**config.mk**
```make
export PLATFORM = sky130hd
export DESIGN_NAME = deskew_array_flat
export DESIGN_NICKNAME = d
export VERILOG_FILES = /design/src/rtl/deskew_if.sv /design/src/rtl/deskew_array.sv /design/src/flat_wrapper.sv
export SDC_FILE = /design/constraint.sdc
export NUM_CORES = 1
export LEC_CHECK = 0
export CAP_MARGIN = 25
export CORE_UTILIZATION = 40
export CTS_BUF_LIST = sky130_fd_sc_hd__clkbuf_16
export DETAILED_ROUTE_END_ITERATION = 16
export GPL_TIMING_DRIVEN = 0
export PLACE_DENSITY_LB_ADDON = 0.05
export SYNTH_ARGS = -nofsm -noshare
export SYNTH_HDL_FRONTEND = slang
export SYNTH_SLANG_ARGS = --single-unit
```
**constraint.sdc**
```tcl
create_clock -name clk -period 1.2 [get_ports clk]
set_input_delay 0.36 -clock clk [delete_from_list [all_inputs] [get_ports clk]]
set_output_delay 0.36 -clock clk [all_outputs]
set_load 0.1 [all_outputs]
```
**src/rtl/deskew_if.sv**
```systemverilog
// Bus between the systolic array output, the deskew stage and the output SRAM.
// The master side is the array/sequencer; the slave side is deskew_array.
interface deskew_if #(
  parameter int N    = 8,
  parameter int DW   = 8,
  parameter int ROWS = 8
);
  localparam int AW = (ROWS > 1) ? $clog2(ROWS) : 1;

  logic                  start;
  logic [N-1:0][DW-1:0]  din;
  logic                  din_valid;
  logic [N-1:0][DW-1:0]  dout;
  logic                  wen_n;
  logic [AW-1:0]         waddr;
  logic                  busy;
  logic                  done;

  modport master (
    output start, din, din_valid,
    input  dout, wen_n, waddr, busy, done
  );

  modport slave (
    input  start, din, din_valid,
    output dout, wen_n, waddr, busy, done
  );
endinterface

```
**src/rtl/deskew_array.sv**
```systemverilog
// Output de-skewer: aligns diagonally arriving lanes into rows and writes them to SRAM.
// Optional macro DESKEW_RELU_EN clamps negative (signed) lanes to zero on dout.
//
// state | meaning
// IDLE  | waiting for start; din_valid ignored
// RUN   | accepting up to ROWS rows and writing aligned rows
// DONE  | one-cycle done pulse, then back to IDLE
module deskew_array #(
  parameter int N    = 8,
  parameter int DW   = 8,
  parameter int ROWS = 8
) (
  input  logic     clk,
  input  logic     rst,
  deskew_if.slave  bus
);
  localparam int AW = (ROWS > 1) ? $clog2(ROWS) : 1;
  localparam int CW = $clog2(ROWS + 1);

  typedef enum logic [1:0] {IDLE, RUN, DONE} state_t;

  state_t               state;
  logic [N-2:0]         vpipe;
  logic [CW-1:0]        accepted;
  logic [AW-1:0]        waddr_q;
  logic                 busy_q;
  logic                 done_q;
  logic                 acc;
  logic                 aval;
  logic [N-1:0][DW-1:0] raw;
  logic [N-1:0][DW-1:0] dout_c;

  assign acc  = bus.din_valid && (state == RUN) && (accepted < CW'(ROWS));
  assign aval = vpipe[N-2];

  // Lane i needs N-1-i stages so that every lane of a row exits together.
  for (genvar i = 0; i < N - 1; i++) begin : g_lane
    localparam int D = N - 1 - i;
    logic [DW-1:0] sr [D];

    always_ff @(posedge clk) begin
      if (rst) begin
        for (int s = 0; s < D; s++) sr[s] <= '0;
      end else begin
        sr[0] <= bus.din[i];
        for (int s = 1; s < D; s++) sr[s] <= sr[s-1];
      end
    end

    assign raw[i] = sr[D-1];
  end
  assign raw[N-1] = bus.din[N-1];

  always_comb begin
    dout_c = raw;
`ifdef DESKEW_RELU_EN
    for (int i = 0; i < N; i++) begin
      if (raw[i][DW-1]) dout_c[i] = '0;
    end
`endif
  end

  always_ff @(posedge clk) begin
    if (rst) begin
      state    <= IDLE;
      vpipe    <= '0;
      accepted <= '0;
      waddr_q  <= '0;
      busy_q   <= 1'b0;
      done_q   <= 1'b0;
    end else begin
      vpipe[0] <= acc;
      for (int s = 1; s < N - 1; s++) vpipe[s] <= vpipe[s-1];
      case (state)
        IDLE: begin
          done_q <= 1'b0;
          if (bus.start) begin
            state    <= RUN;
            busy_q   <= 1'b1;
            accepted <= '0;
            waddr_q  <= '0;
            vpipe    <= '0;
          end
        end
        RUN: begin
          if (acc) accepted <= accepted + CW'(1);
          if (aval) begin
            // Address holds on the final row so it still names the last write.
            if (waddr_q == AW'(ROWS - 1)) begin
              state  <= DONE;
              busy_q <= 1'b0;
              done_q <= 1'b1;
            end else begin
              waddr_q <= waddr_q + AW'(1);
            end
          end
        end
        DONE: begin
          done_q <= 1'b0;
          state  <= IDLE;
        end
        default: state <= IDLE;
      endcase
    end
  end

  assign bus.dout  = dout_c;
  assign bus.wen_n = ~(aval && (state == RUN));
  assign bus.waddr = waddr_q;
  assign bus.busy  = busy_q;
  assign bus.done  = done_q;
endmodule
```
**src/flat_wrapper.sv**
```systemverilog
// flat-port wrapper written by rule: the top's interface ports become plain ports
module deskew_array_flat 
#(
  parameter int N    = 8,
  parameter int DW   = 8,
  parameter int ROWS = 8
)
  (clk, rst, bus_start, bus_din, bus_din_valid, bus_dout, bus_wen_n, bus_waddr, bus_busy, bus_done);
  deskew_if #(.N(N), .DW(DW), .ROWS(ROWS)) bus_i ();
  input  logic clk;
  input  logic rst;
  input wire logic [$bits(bus_i.start)-1:0] bus_start;
  input wire logic [$bits(bus_i.din)-1:0] bus_din;
  input wire logic [$bits(bus_i.din_valid)-1:0] bus_din_valid;
  output wire logic [$bits(bus_i.dout)-1:0] bus_dout;
  output wire logic [$bits(bus_i.wen_n)-1:0] bus_wen_n;
  output wire logic [$bits(bus_i.waddr)-1:0] bus_waddr;
  output wire logic [$bits(bus_i.busy)-1:0] bus_busy;
  output wire logic [$bits(bus_i.done)-1:0] bus_done;
  assign bus_i.start = bus_start;
  assign bus_i.din = bus_din;
  assign bus_i.din_valid = bus_din_valid;
  assign bus_dout = bus_i.dout;
  assign bus_wen_n = bus_i.wen_n;
  assign bus_waddr = bus_i.waddr;
  assign bus_busy = bus_i.busy;
  assign bus_done = bus_i.done;
  deskew_array #(.N(N), .DW(DW), .ROWS(ROWS)) u_core (.clk(clk), .rst(rst), .bus(bus_i));
endmodule
```
After elaboration in Yosys (flattened, before gate mapping)
Memory sizes are Yosys's and may differ from the RTL's.
Index checks and enable logic that the tools add are counted.
W data, S select, Z words.
- input port bits: 68
- register bits after elaboration: 18
- RAM bits: 224
- memories: 7
- word-level logic and storage cells: 117
- output and inout bits: 70
- reduce and logical (&&, ||, !) cells: 13
- add/sub/neg operators: 2
- bitwise operators: 28
- eq/ne operators: 8
- $lt $le $gt $ge: 1
- multiplexer cells: 52
- memories (name ; words ; width ; read ports ; clocked after memory_dff ; write ports ; RTL line ; source):
    u_core.g_lane[0].sr ; 7 ; 8 ; 7 ; 0 ; 7 ; deskew_array.sv:39 ; logic [DW-1:0] sr [D];
    u_core.g_lane[1].sr ; 6 ; 8 ; 6 ; 0 ; 6 ; deskew_array.sv:39 ;
    u_core.g_lane[2].sr ; 5 ; 8 ; 5 ; 0 ; 5 ; deskew_array.sv:39 ;
    u_core.g_lane[3].sr ; 4 ; 8 ; 4 ; 0 ; 4 ; deskew_array.sv:39 ;
    u_core.g_lane[4].sr ; 3 ; 8 ; 3 ; 0 ; 3 ; deskew_array.sv:39 ;
    u_core.g_lane[5].sr ; 2 ; 8 ; 2 ; 0 ; 2 ; deskew_array.sv:39 ;
    1 more memories ; - ; - ; - ; - ; - ; - ;
- operator list (operator ; count):
    $mux W8 ; 28
    $or A1 B1 Y1 ; 27
    $mux W7 ; 2
    $mux W1 ; 9
    $mux W3 ; 3
    $reduce_and A3 Y1 ; 3
    $mux W4 ; 2
    $pmux W4 S2 ; 1
    $reduce_and A4 Y1 ; 2
    $reduce_or A8 Y1 ; 1
    $mux W2 ; 3
    $ne A2 B2 Y1 const B ; 3
    $pmux W3 S2 ; 1
    $add A4 B1 Y4 const B ; 1
    $lt A4 B4 Y1 const B ; 1
    $ne A2 B1 Y1 const B ; 2
    $pmux W1 S2 ; 2
    $pmux W2 S2 ; 1
    $reduce_bool A2 Y1 ; 2
    $add A3 B1 Y3 const B ; 1
    $eq A3 B3 Y1 const B ; 1
    $logic_and A1 B1 Y1 ; 3
    $eq A2 B1 Y1 const B ; 1
    $eq A2 B2 Y1 const B ; 1
    3 further kinds ; 3

Logic depth before layout (Yosys ltp)
Gate-level depths: netlist of the first run.
- depth in word-level cells: 5
- gate-level depth with buffers: 5
- mapped depth without buffers: 5

Least setup slack after synthesis of the first run
No wires, ideal clock.
- path kind: reg2reg
- from: reg u_core.waddr_q[1], in the netlist u_core.bus.waddr[1]
- to: reg u_core.waddr_q[0], in the netlist u_core.bus.waddr[0]
- setup time: 0.061 ns
- period minus slack after synthesis: 2.015 ns
- setup slack: -0.815 ns
- path buffers: 0
- data required time: 1.139 ns
- cell stages (with the launch flop): 6
- arrival time: 1.954 ns
- path through: dfxtp_1 -> ha_1 -> ha_1 -> inv_1 -> a311oi_2 -> mux2_2
- longest elaborated chain between the ends: 3
- ends and longest elaborated chain (item ; RTL line ; source):
    start: declaration ; deskew_array.sv:25 ; logic [AW-1:0] waddr_q;
    start signal: assignment ; deskew_array.sv:94 ; waddr_q <= waddr_q + AW'(1);
    $eq A3 B3 Y1 ; deskew_array.sv:89 ; if (waddr_q == AW'(ROWS - 1)) begin
    $ne A2 B2 Y1 (no line) ; - ;
    $reduce_and A4 Y1 (no line) ; - ;
Every way passes these cells.
A chain may end at the register's enable or synchronous reset.

Worst setup path after layout of the first run
- from: reg u_core.state[1]
- to: out bus_wen_n
- longest elaborated chain between the ends: 3
- ends and longest elaborated chain (item ; RTL line ; source):
    start: declaration ; deskew_array.sv:22 ; state_t state;
    start signal: assignment ; deskew_array.sv:65 ; state <= IDLE;
    start signal: assignment ; deskew_array.sv:78 ; state <= RUN;
    start signal: assignment ; deskew_array.sv:90 ; state <= DONE;
    $eq A2 B1 Y1 ; deskew_array.sv:108 ; assign bus.wen_n = ~(aval && (state == RUN));
    $logic_and A1 B1 Y1 ; deskew_array.sv:108 ;
    $not A1 Y1 ; deskew_array.sv:108 ;
    end: declaration ; flat_wrapper.sv:16 ; output wire logic [$bits(bus_i.wen_n)-1:0] bus_wen_n;
Every way passes these cells.

==> out/metrics.cfg, run 1 <==
[global_routing]
first_global_vias=3766
antenna_found_initial=0
remaining_global_route_overflow=0
grt_pass1_wl_um=17650
pin_count_of_the_biggest_net_entering_global_routing=14
global_route.usage.total_pct=12.15

[sta]
max_freq_ghz=0.5994
fin_hold_viols=0
max-slew-margin-rel_pct=66.71
grt_setup_unrepaired=yes
maxSlewViolCount=0
final-setup-viol-count=66
post-route-worst-setup-slack_ns=-0.4682
time_the_worst_path_needs_with_i_o_delays_and_setup_ns=1.668
layout_worst_path_cycle_share_pct=139.0
tightestPinTransition_ns=0.4994
fin_skew_ns=0.01185

[pwr]
p_total_w=0.01649
power_switching_w=0.003665
maximum_vdd_drop_mv=1.339
sw_frac_of_total_pct=22.23
p_comb_share_pct=7.7
share_clk_of_total_power_pct=41.7
pwr-share-seq_pct=50.7
power_report.internal_total_w=0.01282
leakage_nw=3.980
cellPowerDensity_mw_per_mm2=1656

[worst_setup_path]
arrival_time_worst_endpoint_ns=1.31
reg2reg_setup_slack_ns=-0.17
critical_path.top_delay_family=flip-flops
cp.buffers_inverters=1
worstRegToRegCells=5
worstSetupPathDepth=3
startpoint_type=flop
crit_path_end_kind=primary output
critPathRequiredTime_ns=0.84
highest_net_fanout_along_the_worst_path=2
slowest_stage_cell_cp=sky130_fd_sc_hd__dfxtp_2
slowest_delay_ns=0.32
path_class=reg2out
critical_path.cell_chain=and2b_4, nand2_4, buf_12

[placement]
placed_cells=939
globalplace.congestion=0.6986
port-buffer-count=128
detailedPlacementHpwl_um=7053
dpl_cell_area_mm2=0.008702

[floorplanning]
fp.dieH_um=134.8
core.rowCount=48
die_area_mm2=0.01818
design.portCount=138
floorplan.die.width_um=134.8
initial_utilization_pct=40.96
area_of_the_core_region_mm2=0.01724

[layout]
post_layout_nonfiller_instances=958
stdcell_area_mm2=0.009955
area.growth.synth_to_final_pct=41.01
share_of_post_route_cells_with_drive_strength_above_1_pct=28.51
num-nets-final=789
insertedDiodeCount=0

[yosys]
post-synth-top-area-fraction_pct=68.63
synth_flop_cell=sky130_fd_sc_hd__dfxtp_1
synth_nets=657
yosys.area_share.xor_xnor_pct=0
synthTopCellsByCount=sky130_fd_sc_hd__dfxtp_1, sky130_fd_sc_hd__nor2b_1, sky130_fd_sc_hd__buf_4
syn_area_mm2=0.007059
synthMostInstantiatedCell=sky130_fd_sc_hd__dfxtp_1
synth_simple_gate_area_share_pct=22.85
synth.area.mux_share_pct=0.3013
average_size_of_a_mapped_cell_um2=12.05
synth_top_family_by_area=simple AND/OR/NAND/NOR gates
ys_top_cells_by_area=sky130_fd_sc_hd__dfxtp_1, sky130_fd_sc_hd__nor2b_1, sky130_fd_sc_hd__buf_4, sky130_fd_sc_hd__buf_2, sky130_fd_sc_hd__clkbuf_1
yosysTopAreaCell=sky130_fd_sc_hd__dfxtp_1
synth-warning-count=0
synth-edff-count=0
synth.distinct_cells=33
ys_seq_area_share_pct=68.63
synth_adder_area_share_pct=0.5317
syn_inst_count=586
async_reset_ff_share_pct=0
synth.ff_latch_count=242
synth_compound_gate_area_share_pct=1.471

[routing]
antenna_left=0
routedWlPerCell_um=11.25
drtIter0Drc=80
drt_drc_violations_left=0
drtPass1Iterations=4
postRouteWirelength_um=10770
via_count=3920
avgViaCountPerCell=4.092

[cts]
clock_sinks=242
cts-root-buf=sky130_fd_sc_hd__clkbuf_16
ctsHtreeMaxLevel=1
cts_tree=built
clock_buffer_depth=3
path_clk_slew_ns=0.06
cts_made_buffers=25
clkLatencyLatePin_ns=0.51

[min_path]
min-delay-path-class=in2reg
whs_path_depth=2

[flow_run]
maxCapViolations=0

[run_status]
outcome=finished with violations
violations=negative setup slack

[metrics by stage]
step                hold slack (ns)  setup slack, ns  util [%]  setup TNS (ns)
global route                 0.3407          -0.4991     57.75          -14.78
finish                       0.2764          -0.4682     57.75          -12.31
detailed placement           0.4107          -0.9486     50.49          -76.66
CTS                          0.2734          -0.5107     57.35          -14.00
global placement             0.4086          -0.9536     50.49          -72.06
floorplan                    0.4057          -0.2351         -         -0.7923
[metal layers]
metal  GRT usage [%]  routed length [µm]  part of all wire (%)
met5               0                   0                     0
met4           4.682                 251                   2.3
met2           20.73                5216                    48
met1           14.76                4635                    43
met3           2.928                 670                   6.2
[what timing repair did]
| action | in CTS | in global routing |
|---|---|---|
| pin swaps | 1 | 4 |
| hold buffers | 0 | 0 |
| buffers inserted | 5 | 5 |
| gates resized for setup | 641 | 9 |
| cloned | 0 | 1 |
| endpoints found under the setup margin | 75 | 75 |
[cell families (layout without fill, tap and decap cells)]
kind of cell    Yosys count  in the layout
mux                       2              2
compound gates           14             14
fa+ha+maj                 3              3
flops                   242            242
buf+inv                  69            216
simple gates            256            256
[worst paths after layout]
check / start / endpoint
worst min-delay path: rst / u_core.g_lane[1].sr[0][47]
worst max register to register: u_core.state[0] / u_core.bus.waddr[1]
worst max-delay path: u_core.state[1] / bus_wen_n
worst min register to register: u_core.g_lane[1].sr[0][13] / u_core.g_lane[1].sr[0][21]
[state kept, by name (all words and copies together), names as in the netlist]
register          cells
u_core.bus.busy       1
u_core.accepted       4
u_core.state          2
u_core.bus.done       1
u_core.bus.waddr      3
u_core.vpipe          7
u_core.g_lane.sr    224
[worst reg2reg max path, stage by stage, from the launching register on]
cell                       delay (ns)
sky130_fd_sc_hd__dfxtp_4         0.36
sky130_fd_sc_hd__and2b_4         0.18
sky130_fd_sc_hd__buf_4           0.13
sky130_fd_sc_hd__buf_4           0.13
sky130_fd_sc_hd__a311oi_2        0.30
sky130_fd_sc_hd__a22o_1          0.20
[power groups by stage]
stage | logic [W] | clock network [W] | registers [W]
2_1_floorplan | 0.000632 | 0 | 0.00865
3_3_place_gp | 0.00116 | 0 | 0.00849
3_5_place_dp | 0.00118 | 0 | 0.00850
4_1_cts | 0.00126 | 0.00714 | 0.00835
5_1_grt | 0.00134 | 0.00748 | 0.00837
6_report | 0.00126 | 0.00687 | 0.00835
[cells in the final DEF, fill, tap and decap left out, types with 6 or more instances in the layout]
cell | Yosys | layout
sky130_fd_sc_hd__nor2b_1 | 226 | 226
sky130_fd_sc_hd__dfxtp_1 | 242 | 177
sky130_fd_sc_hd__buf_12 | 0 | 62
sky130_fd_sc_hd__dfxtp_2 | 0 | 60
sky130_fd_sc_hd__clkdlybuf4s50_1 | 0 | 58
sky130_fd_sc_hd__clkbuf_16 | 0 | 26
sky130_fd_sc_hd__buf_4 | 40 | 25
sky130_fd_sc_hd__clkbuf_1 | 14 | 14
sky130_fd_sc_hd__buf_2 | 12 | 12
sky130_fd_sc_hd__and2_1 | 6 | 6
sky130_fd_sc_hd__clkinv_1 | 0 | 6
sky130_fd_sc_hd__inv_1 | 1 | 6
[cell type report]
class / instances / area [µm²]
fill: 1399 / 7282
timing repair buffer: 139 / 1989
multi-input combinational: 275 / 1833
buffer: 34 / 172.7
sequential: 242 / 4938
clock inverter: 17 / 110.1
clock buffer: 25 / 625.6
inverter: 1 / 3.754
tap: 225 / 281.5
Power figures use the tool's default switching activity.
==> run 2: changes to the inputs <==
--- a/config.mk
+++ b/config.mk
@@ -5,8 +5,7 @@
 export SDC_FILE = /design/constraint.sdc
 export NUM_CORES = 1
 export LEC_CHECK = 0
-export CAP_MARGIN = 25
-export CORE_UTILIZATION = 40
+export CORE_UTILIZATION = 25
 export CTS_BUF_LIST = sky130_fd_sc_hd__clkbuf_16
 export DETAILED_ROUTE_END_ITERATION = 16
 export GPL_TIMING_DRIVEN = 0
==> constraint.sdc (replaced) <==
create_clock -name clk -period 1.62 [get_ports clk]
set_input_delay 0.486 -clock clk [delete_from_list [all_inputs] [get_ports clk]]
set_output_delay 0.486 -clock clk [all_outputs]
set_load 0.1 [all_outputs]
==> run 2 against run 1 <==
  * Design area down 0.19%
  * Global-route usage shrank 3.9 points
  * Largest cell class unchanged
  * Sequential share of layout area fell by 0.50 points
  * The run still ends with negative setup slack left
  * Setup slack gained 0.28 ns
==> out/metrics.cfg, run 2 (synthesis results as in run 1) <==
[sta]
time_the_worst_path_needs_with_i_o_delays_and_setup_ns=1.812
finalSetupTns_ns=-0.1917  ; +12.12 ns
layout_worst_path_cycle_share_pct=111.8
max_freq_ghz=0.5520
fin_hold_viols=0  ; unchanged
grt_setup_unrepaired=yes
post-route-worst-setup-slack_ns=-0.1917  ; +0.2765 ns
fin_hold_ws_ns=0.4191  ; +0.1427 ns
fin_skew_ns=0.005980  ; -0.005874 ns
tightestPinTransition_ns=0.5704  ; +0.07096 ns
final-setup-viol-count=1  ; -98%
max-slew-margin-rel_pct=61.98  ; -4.7 points
maxSlewViolCount=0  ; unchanged

[layout]
area.growth.synth_to_final_pct=40.75
multiInputGateArea_mm2=0.001783  ; -2.7%
most_common_cell_after_layout_fill_and_taps_aside=sky130_fd_sc_hd__nor2b_1
seq_area_mm2=0.004880  ; -1.2%
num-nets-final=798  ; +1.1%
largest_register_by_flop_count=u_core.g_lane.sr
top_regs=u_core.g_lane.sr: 224 flops, u_core.vpipe: 7 flops, u_core.accepted: 4 flops
final_cell_mix=sky130_fd_sc_hd__nor2b_1, sky130_fd_sc_hd__dfxtp_1, sky130_fd_sc_hd__clkdlybuf4s50_1, sky130_fd_sc_hd__buf_12, sky130_fd_sc_hd__clkbuf_16
largest_reg_flops=224  ; unchanged
fillCellCount=2815  ; +100%
insertedDiodeCount=0  ; unchanged
share_of_post_route_cells_with_drive_strength_above_1_pct=22.88  ; -5.6 points

[worst_setup_path]
critical_path.cell_chain=and2b_4, nand2_4, buf_12
crit_path_end_kind=primary output
critPathRequiredTime_ns=1.13  ; +0.29 ns
startpoint_type=flop
slowest_delay_ns=0.32  ; about the same
slowest_stage_cell_cp=sky130_fd_sc_hd__dfxtp_2
path_class=reg2out
highest_net_fanout_along_the_worst_path=3  ; +1
arrival_time_worst_endpoint_ns=1.33  ; +0.02 ns

[routing]
drtIter0Drc=144  ; +80%
postRouteWirelength_um=11770  ; +9.2%
via_count=3919  ; -0.026%
drtPass1Iterations=4  ; unchanged
avgViaCountPerCell=3.496  ; -15%
antenna_left=0  ; unchanged
routedWlPerCell_um=10.50  ; -6.7%
drt_drc_violations_left=0  ; unchanged

[cts]
cts_tree=built
hold_buffers=0  ; unchanged
cts-root-buf=sky130_fd_sc_hd__clkbuf_16
clkLatencyLatePin_ns=0.51  ; about the same
clock_buffer_depth=3  ; unchanged
cts_made_buffers=27  ; +8.0%
ctsHtreeMaxLevel=1  ; unchanged
path_clk_slew_ns=0.06  ; about the same
clock_sinks=242  ; unchanged

[min_path]
min-delay-path-class=in2reg

[placement]
detailedPlacementHpwl_um=8025  ; +14%
globalplace.congestion=0.7037  ; +0.73%
port-buffer-count=128  ; unchanged

[pwr]
share_clk_of_total_power_pct=42.9  ; +1.2 points
cellPowerDensity_mw_per_mm2=1249  ; -25%
power_report.internal_total_w=0.009643  ; -25%
sw_frac_of_total_pct=22.30  ; +0.073 points
p_comb_share_pct=7.3  ; -0.4 points
leakage_nw=3.964  ; -0.41%
pwr-share-seq_pct=49.8  ; -0.9 points
maximum_vdd_drop_mv=0.6499  ; -51%
power_switching_w=0.002768  ; -24%

[run_status]
violations=negative setup slack
outcome=finished with violations

[global_routing]
grt_pass1_wl_um=19220  ; +8.9%
pin_count_of_the_biggest_net_entering_global_routing=13  ; -1
remaining_global_route_overflow=0  ; unchanged
antenna_found_initial=0  ; unchanged
global_route.usage.total_pct=8.295  ; -3.9 points
first_global_vias=3968  ; +5.4%

[floorplanning]
fp.dieH_um=170.0  ; +26%
initial_utilization_pct=25.41  ; -16 points
core.rowCount=61  ; +27%
floorplan.die.width_um=170.0  ; +26%
design.portCount=138  ; unchanged
area_of_the_core_region_mm2=0.02778  ; +61%
die_area_mm2=0.02891  ; +59%

[flow_run]
maxCapViolations=0  ; unchanged

## run 2: cell types whose count changed in the layout (fill, tap and decap cells not counted), moves of 3 or more
cell / change
sky130_fd_sc_hd__buf_6: +24
sky130_fd_sc_hd__clkdlybuf4s15_2: +8
sky130_fd_sc_hd__ha_1: +3
sky130_fd_sc_hd__dfxtp_4: -3
sky130_fd_sc_hd__dfxtp_2: -38
sky130_fd_sc_hd__dfxtp_1: +41
sky130_fd_sc_hd__buf_12: -24
sky130_fd_sc_hd__clkinv_1: +3
sky130_fd_sc_hd__ha_4: -3
## run 2: critical path, delay by kind of cell, from the launching register on
kind	cells	cell delay, ns
buf+inv	1	0.17
flops	1	0.32
simple gates	2	0.33
## run 2: layout make-up
class | instances | area share, %
Sequential cell | 242 | 49.11
Clock inverter | 18 | 0.9697
Clock buffer | 27 | 6.800
Buffer | 50 | 3.022
Inverter | 1 | 0.03778
Multi-Input combinational cell | 275 | 17.94
Timing Repair Buffer | 130 | 17.35
Tap cell | 378 | 4.760
## run 2: path summary, 6_finish.rpt
path | slack [ns] | to | cells after the start | from
hold / removal | 0.42 | u_core.g_lane[1].sr[0][47] | 2 | rst
hold reg to reg | 0.42 | u_core.vpipe[3] | 1 | u_core.vpipe[2]
setup reg to reg | 0.15 | u_core.bus.waddr[0] | 4 | u_core.bus.waddr[0]
setup / recovery | -0.19 | bus_wen_n | 3 | u_core.state[1]
## run 2: metal layers
metal	GRT usage [%]	vias to the layer above	routed length, µm
li1	-	2034	-
met1	10.14	1739	5345
met2	13.44	115	5189
met3	2.512	31	871
met4	3.604	0	361
met5	0	-	0
## run 2: what timing repair did
item	in CTS	in global routing
gates resized for setup	513	46
setup buffers	1	1
setup endpoints to repair	70	39
pin swaps	0	0
## run 2: metrics by stage
step | worst slack [ns] | utilization [%] | total power, W | std cells | cell area (µm²)
2_1_floorplan | 0.08544 | - | 0.006872 | 586 | 7071
3_3_place_gp | -0.6610 | 31.76 | 0.007168 | 1092 | 8825
3_5_place_dp | -0.6600 | 31.76 | 0.007174 | 1092 | 8825
4_1_cts | -0.2279 | 35.73 | 0.01266 | 1138 | 9926
5_1_grt | -0.2377 | 35.76 | 0.01297 | 1121 | 9936
6_report | -0.1917 | 35.76 | 0.01241 | 1121 | 9936
## run 2: power groups by stage
stage	sequential [W]	clock [W]	combinational [W]
finish	0.00618	0.00533	0.000906
global route	0.00619	0.00581	0.000968
CTS	0.00617	0.00557	0.000923
detailed placement	0.00629	0	0.000881
global placement	0.00629	0	0.000877
floorplan	0.00641	0	0.000467
==> run 3: changes to the inputs <==
--- a/config.mk
+++ b/config.mk
@@ -10,6 +10,7 @@
 export DETAILED_ROUTE_END_ITERATION = 16
 export GPL_TIMING_DRIVEN = 0
 export PLACE_DENSITY_LB_ADDON = 0.05
+export SKIP_LAST_GASP = 1
 export SYNTH_ARGS = -nofsm -noshare
 export SYNTH_HDL_FRONTEND = slang
 export SYNTH_SLANG_ARGS = --single-unit
==> run 3 against run 2 <==
  * The run still ends with negative setup slack left
  * Fmax increased by 0.11%
  * Clock power is essentially flat
  * Hold slack hardly changed
  * Largest power group unchanged
  * Highest routed layer unchanged
==> out/metrics.cfg, run 3 (synthesis results as in run 1) <==
[run_status]
outcome=finished with violations
violations=negative setup slack

[worst_setup_path]
slowest_stage_cell_cp=sky130_fd_sc_hd__dfxtp_2
worstRegToRegCells=4  ; unchanged
critical_path.cell_chain=and2b_4, nand2_4, buf_12
critical_path.top_delay_family=simple AND/OR/NAND/NOR gates
startpoint_type=flop
arrival_time_worst_endpoint_ns=1.32  ; about the same
cp.buffers_inverters=1  ; unchanged
slowest_delay_ns=0.32  ; about the same
path_class=reg2out
crit_path_end_kind=primary output
highest_net_fanout_along_the_worst_path=3  ; unchanged
worstSetupPathDepth=3  ; unchanged
critPathRequiredTime_ns=1.13  ; about the same

[pwr]
maximum_vdd_drop_mv=0.6502  ; about the same
leakage_nw=3.964  ; unchanged
cellPowerDensity_mw_per_mm2=1249  ; unchanged

[placement]
detailedPlacementHpwl_um=8025  ; unchanged
globalplace.congestion=0.7037  ; unchanged
port-buffer-count=128  ; unchanged

[global_routing]
global_route.usage.total_pct=8.290  ; about the same
antenna_found_initial=0  ; unchanged
remaining_global_route_overflow=0  ; unchanged
grt_pass1_wl_um=19220  ; about the same
pin_count_of_the_biggest_net_entering_global_routing=13  ; unchanged
first_global_vias=3966  ; -0.050%

[layout]
num-nets-final=798  ; unchanged
final_cell_mix=sky130_fd_sc_hd__nor2b_1, sky130_fd_sc_hd__dfxtp_1, sky130_fd_sc_hd__clkdlybuf4s50_1, sky130_fd_sc_hd__buf_12, sky130_fd_sc_hd__clkbuf_16
largest_reg_flops=224  ; unchanged
utilization_pct=35.76  ; unchanged
insertedDiodeCount=0  ; unchanged
largest_register_by_flop_count=u_core.g_lane.sr
top_regs=u_core.g_lane.sr: 224 flops, u_core.vpipe: 7 flops, u_core.accepted: 4 flops
multiInputGateArea_mm2=0.001783  ; unchanged
most_common_cell_after_layout_fill_and_taps_aside=sky130_fd_sc_hd__nor2b_1
seq_area_mm2=0.004880  ; unchanged
share_of_post_route_cells_with_drive_strength_above_1_pct=22.88  ; unchanged
fillCellCount=2816  ; +0.036%
area.growth.synth_to_final_pct=40.75  ; unchanged

[floorplanning]
core.rowCount=61  ; unchanged
fp.dieH_um=170.0  ; unchanged
area_of_the_core_region_mm2=0.02778  ; unchanged
design.portCount=138  ; unchanged
initial_utilization_pct=25.41  ; unchanged
die_area_mm2=0.02891  ; unchanged
floorplan.die.width_um=170.0  ; unchanged

[routing]
routedWlPerCell_um=10.49  ; about the same
avgViaCountPerCell=3.499  ; about the same
drtPass1Iterations=4  ; unchanged
via_count=3922  ; +0.077%
drt_drc_violations_left=0  ; unchanged
drtIter0Drc=150  ; +4.2%
postRouteWirelength_um=11760  ; about the same
antenna_left=0  ; unchanged

[sta]
fin_hold_viols=0  ; unchanged
layout_worst_path_cycle_share_pct=111.7  ; -0.12 points
max-slew-margin-rel_pct=61.92  ; about the same
max_freq_ghz=0.5526  ; +0.11%
tightestPinTransition_ns=0.5712  ; +0.0008084 ns
time_the_worst_path_needs_with_i_o_delays_and_setup_ns=1.810  ; -0.001961 ns
post-route-worst-setup-slack_ns=-0.1897  ; +0.001961 ns
final-setup-viol-count=1  ; unchanged
fin_skew_ns=0.005971  ; -0.000009110 ns
grt_setup_unrepaired=yes
maxSlewViolCount=0  ; unchanged
fin_hold_ws_ns=0.4192  ; +0.0001650 ns

[cts]
clock_sinks=242  ; unchanged
clock_buffer_depth=3  ; unchanged
clkLatencyLatePin_ns=0.51  ; about the same
path_clk_slew_ns=0.06  ; about the same
cts-root-buf=sky130_fd_sc_hd__clkbuf_16
hold_buffers=0  ; unchanged
ctsHtreeMaxLevel=1  ; unchanged
cts_made_buffers=27  ; unchanged
cts_tree=built

[flow_run]
maxCapViolations=0  ; unchanged

[min_path]
min-delay-path-class=in2reg
whs_path_depth=2  ; unchanged

run 3: cell counts in the layout (fill, tap and decap cells not counted):
Identical to the previous run, type by type.
run 3: cell type report:
type	instances	share of cell area [%]
Inverter	1	0.03778
Timing Repair Buffer	130	17.35
Clock inverter	18	0.9697
Buffer	50	3.022
Clock buffer	27	6.800
Sequential cell	242	49.11
Tap cell	378	4.760
Multi-Input combinational cell	275	17.94
run 3: stage by stage:
step / setup TNS [ns] / instance area [µm²] / worst slack (ns) / power (W) / std cells
floorplan: 0 / 7071 / 0.08544 / 0.006872 / 586
global placement: -27.05 / 8825 / -0.6610 / 0.007168 / 1092
detailed placement: -27.01 / 8825 / -0.6600 / 0.007174 / 1092
CTS: -0.2412 / 9920 / -0.2412 / 0.01266 / 1138
global route: -0.2350 / 9936 / -0.2350 / 0.01297 / 1121
finish: -0.1897 / 9936 / -0.1897 / 0.01241 / 1121
run 3: repair_timing:
item / CTS / global route
cloned: 0 / 0
setup buffers: 1 / 1
resized for setup: 511 / 48
endpoints found under the setup margin: 70 / 39
run 3: power by group:
part           leakage (nW)  internal (W)  switching (W)  total [W]
registers              1.99       0.00613      0.0000451    0.00618
logic                  1.57      0.000384       0.000522   0.000906
clock network         0.401       0.00313        0.00220    0.00533
run 3: final timing paths:
path | slack, ns | start | to
worst max-delay path | -0.19 | u_core.state[1] | bus_wen_n
worst min-delay path | 0.42 | rst | u_core.g_lane[1].sr[0][47]
worst max register to register | 0.15 | u_core.bus.waddr[0] | u_core.bus.waddr[0]
worst min register to register | 0.42 | u_core.vpipe[2] | u_core.vpipe[3]
run 3: layer usage:
layer  share of wire, %  GRT usage [%]  vias up
met2                 44          13.42      116
met1                 45          10.14     1742
met5                  0              0        -
met4                3.0          3.604        0
met3                7.4          2.512       30
li1                   -              -     2034
